**src/rtl/life_engine_if.sv**
```systemverilog
`timescale 1ns/1ps
// Control, cell-edit and renderer read signals of the Game-of-Life engine.
// The master side drives controls and the read address; the slave side is the engine.
interface life_engine_if #(
    parameter int AW = 6
);
    logic          frame_tick;
    logic          run;
    logic          step;
    logic          load;
    logic          wrap_en;
    logic          wr_en;
    logic [AW-1:0] wr_addr;
    logic          wr_data;
    logic [AW-1:0] rd_addr;
    logic          rd_data;
    logic          busy;
    logic [15:0]   gen_count;

    modport master (
        output frame_tick, run, step, load, wrap_en, wr_en, wr_addr, wr_data, rd_addr,
        input  rd_data, busy, gen_count
    );

    modport slave (
        input  frame_tick, run, step, load, wrap_en, wr_en, wr_addr, wr_data, rd_addr,
        output rd_data, busy, gen_count
    );
endinterface

```
**src/rtl/life_engine.sv**
```systemverilog
`timescale 1ns/1ps
// Game-of-Life engine: one cell per clock into a shadow board, whole-board commit.
// Latency SIZE+2 cycles from trigger to visible generation; read port is combinational.
// No backpressure: step/edit requests while busy are dropped, load aborts any compute.
module life_engine #(
    parameter int BIT_WIDTH      = 3,
    parameter int BIT_HEIGHT     = 3,
    parameter int FRAMES_PER_GEN = 60,
    parameter logic [(2**BIT_WIDTH)*(2**BIT_HEIGHT)-1:0] SEED = '0
) (
    input  logic          clk,
    input  logic          reset,
    life_engine_if.slave  bus
);
    localparam int SIZE = (2**BIT_WIDTH) * (2**BIT_HEIGHT);
    localparam int AW   = BIT_WIDTH + BIT_HEIGHT;
    localparam int FC_W = (FRAMES_PER_GEN > 1) ? $clog2(FRAMES_PER_GEN) : 1;

    typedef enum logic [1:0] {IDLE, COMPUTE, COMMIT} state_t;

    state_t            state_q, state_d;
    logic [SIZE-1:0]   cur, nxt;
    logic [AW-1:0]     idx;
    logic [FC_W-1:0]   frame_cnt;
    logic [15:0]       gen_count;

    logic [BIT_WIDTH-1:0]  x, nx;
    logic [BIT_HEIGHT-1:0] y, ny;
    logic                  x_off, y_off;
    logic [3:0]            ncount;
    logic                  next_cell;
    logic                  frame_hit;
    logic                  start;

    assign x = idx[BIT_WIDTH-1:0];
    assign y = idx[AW-1:BIT_WIDTH];

    // Power-of-two board: plain truncating adds give the toroidal wrap for free,
    // so only the non-wrapping case needs explicit edge detection.
    always_comb begin
        ncount = '0;
        nx     = '0;
        ny     = '0;
        x_off  = 1'b0;
        y_off  = 1'b0;
        for (int dy = -1; dy <= 1; dy++) begin
            for (int dx = -1; dx <= 1; dx++) begin
                if (!(dx == 0 && dy == 0)) begin
                    nx    = x + dx[BIT_WIDTH-1:0];
                    ny    = y + dy[BIT_HEIGHT-1:0];
                    x_off = (dx == -1 && x == '0) || (dx == 1 && x == '1);
                    y_off = (dy == -1 && y == '0) || (dy == 1 && y == '1);
                    if (bus.wrap_en || !(x_off || y_off))
                        ncount = ncount + 4'(cur[{ny, nx}]);
                end
            end
        end
    end

    assign next_cell = (ncount == 4'd3) || (cur[idx] && ncount == 4'd2);
    assign frame_hit = bus.frame_tick && bus.run && (frame_cnt == FC_W'(FRAMES_PER_GEN - 1));
    assign start     = (state_q == IDLE) && !bus.load && !bus.wr_en && (bus.step || frame_hit);

    always_comb begin
        state_d = state_q;
        if (bus.load) begin
            state_d = IDLE;
        end else begin
            case (state_q)
                IDLE:    if (start) state_d = COMPUTE;
                COMPUTE: if (idx == AW'(SIZE - 1)) state_d = COMMIT;
                COMMIT:  state_d = IDLE;
                default: state_d = IDLE;
            endcase
        end
    end

    always_ff @(posedge clk) begin
        if (reset) begin
            state_q   <= IDLE;
            cur       <= SEED;
            nxt       <= '0;
            idx       <= '0;
            frame_cnt <= '0;
            gen_count <= '0;
        end else begin
            state_q <= state_d;
            // The frame divider free-runs with run, so a terminal count hit while busy is lost.
            if (bus.frame_tick && bus.run)
                frame_cnt <= frame_hit ? '0 : frame_cnt + 1'b1;
            if (bus.load) begin
                cur <= SEED;
                idx <= '0;
            end else begin
                case (state_q)
                    IDLE: begin
                        if (bus.wr_en)
                            cur[bus.wr_addr] <= bus.wr_data;
                        else if (start)
                            idx <= '0;
                    end
                    COMPUTE: begin
                        nxt[idx] <= next_cell;
                        idx      <= idx + 1'b1;
                    end
                    COMMIT: begin
                        cur       <= nxt;
                        gen_count <= gen_count + 16'd1;
                    end
                    default: ;
                endcase
            end
        end
    end

    assign bus.rd_data   = cur[bus.rd_addr];
    assign bus.busy      = (state_q != IDLE);
    assign bus.gen_count = gen_count;
endmodule

```
**src/flat_wrapper.sv**
```systemverilog
// flat-port wrapper written by rule: the top's interface ports become plain ports
module life_engine_flat 
#(
    parameter int BIT_WIDTH      = 3,
    parameter int BIT_HEIGHT     = 3,
    parameter int FRAMES_PER_GEN = 60,
    parameter logic [(2**BIT_WIDTH)*(2**BIT_HEIGHT)-1:0] SEED = '0
)
  (clk, reset, bus_frame_tick, bus_run, bus_step, bus_load, bus_wrap_en, bus_wr_en, bus_wr_addr, bus_wr_data, bus_rd_addr, bus_rd_data, bus_busy, bus_gen_count);
  life_engine_if #(.AW(6)) bus_i ();
  input  logic clk;
  input  logic reset;
  input wire logic [$bits(bus_i.frame_tick)-1:0] bus_frame_tick;
  input wire logic [$bits(bus_i.run)-1:0] bus_run;
  input wire logic [$bits(bus_i.step)-1:0] bus_step;
  input wire logic [$bits(bus_i.load)-1:0] bus_load;
  input wire logic [$bits(bus_i.wrap_en)-1:0] bus_wrap_en;
  input wire logic [$bits(bus_i.wr_en)-1:0] bus_wr_en;
  input wire logic [$bits(bus_i.wr_addr)-1:0] bus_wr_addr;
  input wire logic [$bits(bus_i.wr_data)-1:0] bus_wr_data;
  input wire logic [$bits(bus_i.rd_addr)-1:0] bus_rd_addr;
  output wire logic [$bits(bus_i.rd_data)-1:0] bus_rd_data;
  output wire logic [$bits(bus_i.busy)-1:0] bus_busy;
  output wire logic [$bits(bus_i.gen_count)-1:0] bus_gen_count;
  assign bus_i.frame_tick = bus_frame_tick;
  assign bus_i.run = bus_run;
  assign bus_i.step = bus_step;
  assign bus_i.load = bus_load;
  assign bus_i.wrap_en = bus_wrap_en;
  assign bus_i.wr_en = bus_wr_en;
  assign bus_i.wr_addr = bus_wr_addr;
  assign bus_i.wr_data = bus_wr_data;
  assign bus_i.rd_addr = bus_rd_addr;
  assign bus_rd_data = bus_i.rd_data;
  assign bus_busy = bus_i.busy;
  assign bus_gen_count = bus_i.gen_count;
  life_engine #(.BIT_WIDTH(BIT_WIDTH), .BIT_HEIGHT(BIT_HEIGHT), .FRAMES_PER_GEN(FRAMES_PER_GEN), .SEED(SEED)) u_core (.clk(clk), .reset(reset), .bus(bus_i));
endmodule
```
**config.mk**
```make
export PLATFORM = sky130hd
export DESIGN_NAME = life_engine_flat
export DESIGN_NICKNAME = d
export VERILOG_FILES = /design/src/rtl/life_engine_if.sv /design/src/rtl/life_engine.sv /design/src/flat_wrapper.sv
export SDC_FILE = /design/constraint.sdc
export NUM_CORES = 1
export LEC_CHECK = 0
export ABC_AREA = 1
export CAP_MARGIN = 40
export CORE_ASPECT_RATIO = 0.5
export CORE_MARGIN = 2
export CORE_UTILIZATION = 69
export CTS_BUF_LIST = sky130_fd_sc_hd__clkbuf_4
export CTS_CLUSTER_DIAMETER = 100
export DETAILED_ROUTE_END_ITERATION = 8
export PLACE_DENSITY = 0.89
export SYNTH_ARGS = -nofsm -noshare
export SYNTH_HDL_FRONTEND = slang
export SYNTH_SLANG_ARGS = --single-unit
```
**constraint.sdc**
```tcl
create_clock -name clk -period 14.9 [get_ports clk]
set_clock_uncertainty 0.05 [all_clocks]
set_input_delay 4.47 -clock clk [delete_from_list [all_inputs] [get_ports clk]]
set_output_delay 4.47 -clock clk [all_outputs]
set_load 0.01 [all_outputs]
```
==> impl_metrics.tcl <==
set metrics [dict create \
    grt_pass1_wl_um 58800 \
    syn-cell-area_sq_um 10800 \
    io_buffer_count 38 \
    clock_sinks 158 \
    status "complete, no violations" \
    syn_avg_cell_area_sq_um 6.29 \
    setup_viol 0 \
    overflow 0 \
    hold_path.class "register to register" \
    multiInputGateArea_sq_um 6580 \
    synthTopCellsByArea "dfxtp_1, o21ai_0, nand2_1, nor2_1, inv_1" \
    yosysSeqAreaShare_pct 29.4 \
    critPathRequiredTime_ns 10.38 \
    startpoint "bus_rd_addr[0]" \
    max_freq_ghz 0.0840 \
    areaGrowthSynthToFinish_pct 6.39 \
    setup_tns_ns 0 \
    synth_top_area_share_pct 29.4 \
    clock_path_buffers 2 \
    wl_um 37800 \
    synthCells 1711 \
    fp.dieH_um 92.3 \
    synth_nets 1755 \
    dieArea_sq_um 16700 \
    holdBufCountCts 0 \
    postCtsSetupBuffers 0 \
    cp-end-kind "output port" \
    core_sq_um 15300 \
    p_per_area_nw_per_um2 67.9 \
    regArea_sq_um 3160 \
    worst_pin_slew_ns 0.992 \
    antenna_found_initial 1 \
    slew_violations 0 \
    hold_violations 0 \
    clock-root-buffer "clkbuf_4" \
    grtUsageTotal_pct 44.5 \
    rsz0062_at_grt "false" \
    h-tree-depth 4 \
    min_period_ns 11.90 \
    drv_cap 0 \
    final.fill_count 1179 \
    vias 12480 \
    fin_nets 1738 \
    ys_ff_latch 158 \
    crit_arrival_ns 7.38 \
    boundaryPins 39 \
    dp_slack_ns 3.05 \
    drtAntennaViolNets 0 \
    max_slew_margin_pct 33.4 \
    route.detailed.drc 0 \
    cts_tree "built" \
    dieWidth_um 181 \
    drt_iter0_markers 1822 \
    drt_first_pass_iters 7 \
    cts_buffers 17 \
    regToRegStartpoint "u_core.idx[1]$_SDFFE_PP0P_" \
    grt_max_degree 100 \
    critPathLaunchType "primary input" \
    diodes 0 \
    hold_depth 2 \
    synth_largest_area_cell "dfxtp_1" \
    p_leak_nw 4.20 \
    ys_types 51 \
    viasPerCell 6.53 \
    drive_above_1_share_pct 8.44 \
    start_util_pct 70.2 \
    worstHoldStart "u_core.nxt[2]$_SDFFE_PP0P_" \
    clkLatencyLatePin_ns 0.61 \
    grt_pass1_vias 11077 \
    wl_per_cell_um 19.8 \
    gp_congestion 0.991 \
    fin_ws_ns 3.00 \
    post_cts_resized 0 \
    crit_type "primary input to output port" \
    hpwl_um 26600 \
    ff2ff_path_depth 42 \
    period_share_pct 79.9 \
    rows 32 \
    yosysWarnings 0 \
    crit_fanout 33 \
    path_clk_slew_ns 0.17 \
    ir_worst_vdd_uv 57.3 \
]
[layout by cell type, fill, tap and decap left out, drive strengths merged, types with 3 or more instances in the layout]
| cell | n |
|---|---|
| buf | 15 |
| o22a | 3 |
| a211oi | 30 |
| o21a | 3 |
| a21oi | 112 |
| inv | 161 |
| o22ai | 12 |
| nor2 | 300 |
| o31ai | 3 |
| nor3 | 35 |
| clkbuf | 17 |
| nand2 | 345 |
| or2 | 6 |
| o211ai | 8 |
| xor2 | 6 |
| dfxtp | 158 |
| nand4 | 11 |
| ha | 23 |
| nor4 | 3 |
| nor3b | 3 |
| nand3 | 55 |
| clkdlybuf4s50 | 38 |
| a31oi | 70 |
| a221oi | 3 |
| o21ai | 262 |
| clkinv | 12 |
[worst paths after layout]
check / end / slack (ns)
min: u_core.cur[2]$_SDFFE_PP0P_ / 0.43
max reg2reg: u_core.nxt[51]$_SDFFE_PP0P_ / 6.19
min reg2reg: u_core.cur[2]$_SDFFE_PP0P_ / 0.43
max: bus_rd_data / 3.00
[Yosys cell counts (all sizes together)]
cell     count
and2         1
nand3       55
a221oi       3
o22a         3
a211oi      30
o221ai       1
a31oi       70
o21bai       1
nor2       300
mux2i        2
ha          23
nand2      345
nand4       11
o21a         3
o211ai       8
o21ai      262
nor3b        3
o31ai        3
o2111ai      2
o32a         2
a32o         1
o22ai       12
or2          6
buf         33
clkbuf      56
o311ai       1
xor2         6
nor3        35
clkinv       7
a21oi      112
nor4         3
dfxtp      158
inv        151
o32ai        2
[worst max-delay path, cell delays in order]
cell             delay [ns]
clkdlybuf4s50_1        0.51
buf_8                  0.22
inv_1                  0.65
o21ai_0                0.17
o22ai_1                0.15
nor2_1                 0.06
o32ai_1                0.30
o211ai_1               0.13
nand2_1                0.15
clkdlybuf4s50_1        0.56
[metal layers]
| layer | vias to the layer above | GRT usage, % | routed length [um] |
|---|---|---|---|
| li1 | 5726 | - | - |
| met1 | 5614 | 59.0 | 14900 |
| met2 | 930 | 65.5 | 15300 |
| met3 | 210 | 17.1 | 6020 |
| met4 | 0 | 16.8 | 1540 |
| met5 | - | 0 | 0 |
[layout make-up]
type / count / share of cell area [%]
clock buffer: 17 / 1.11
clock inverter: 15 / 1.43
inverter: 158 / 5.33
multi-input combinational: 1306 / 57.5
sequential: 158 / 27.6
tap: 204 / 2.23
timing repair buffer: 53 / 4.81
[per-stage QoR]
stage                     hold slack, ns  std cells  total power [mW]  area [sq um]  util (%)
after detailed placement           0.413       1879             0.506         11200      72.8
after CTS                          0.435       1911             0.767         11500      74.7
after global routing               0.454       1911             0.795         11500      74.7
after global placement             0.400       1874             0.502         11100      72.2
after floorplan                    0.404       1711             0.482         10800         -
final                              0.429       1911             0.778         11500      74.7
[power breakdown]
group	internal, mW	leakage [nW]	total [mW]	switching (mW)
logic	0.0224	2.77	0.0760	0.0536
registers	0.424	1.27	0.425	0.00119
clock network	0.0784	0.159	0.277	0.199
[cell families (layout without fill, tap and decap cells)]
family,after synthesis,in the layout,synth area share (%)
AO/OA/AOI/OAI,516,516,28.7
flip-flops,158,158,29.4
adder cells (fa/ha/maj),23,23,2.67
XOR/XNOR,6,6,0.488
multiplexers,2,2,0.186
buffers and inverters,247,243,9.53
AND/OR/NAND/NOR,759,759,29.0
[flip-flops by register name, summed over array words and instances (netlist names)]
register and flops:
u_core.nxt 64, u_core.state_q 2, u_core.frame_cnt 6, u_core.idx 6
u_core.bus.gen_count 16, u_core.cur 64
Note: power is estimated with default switching activity, not from simulation.
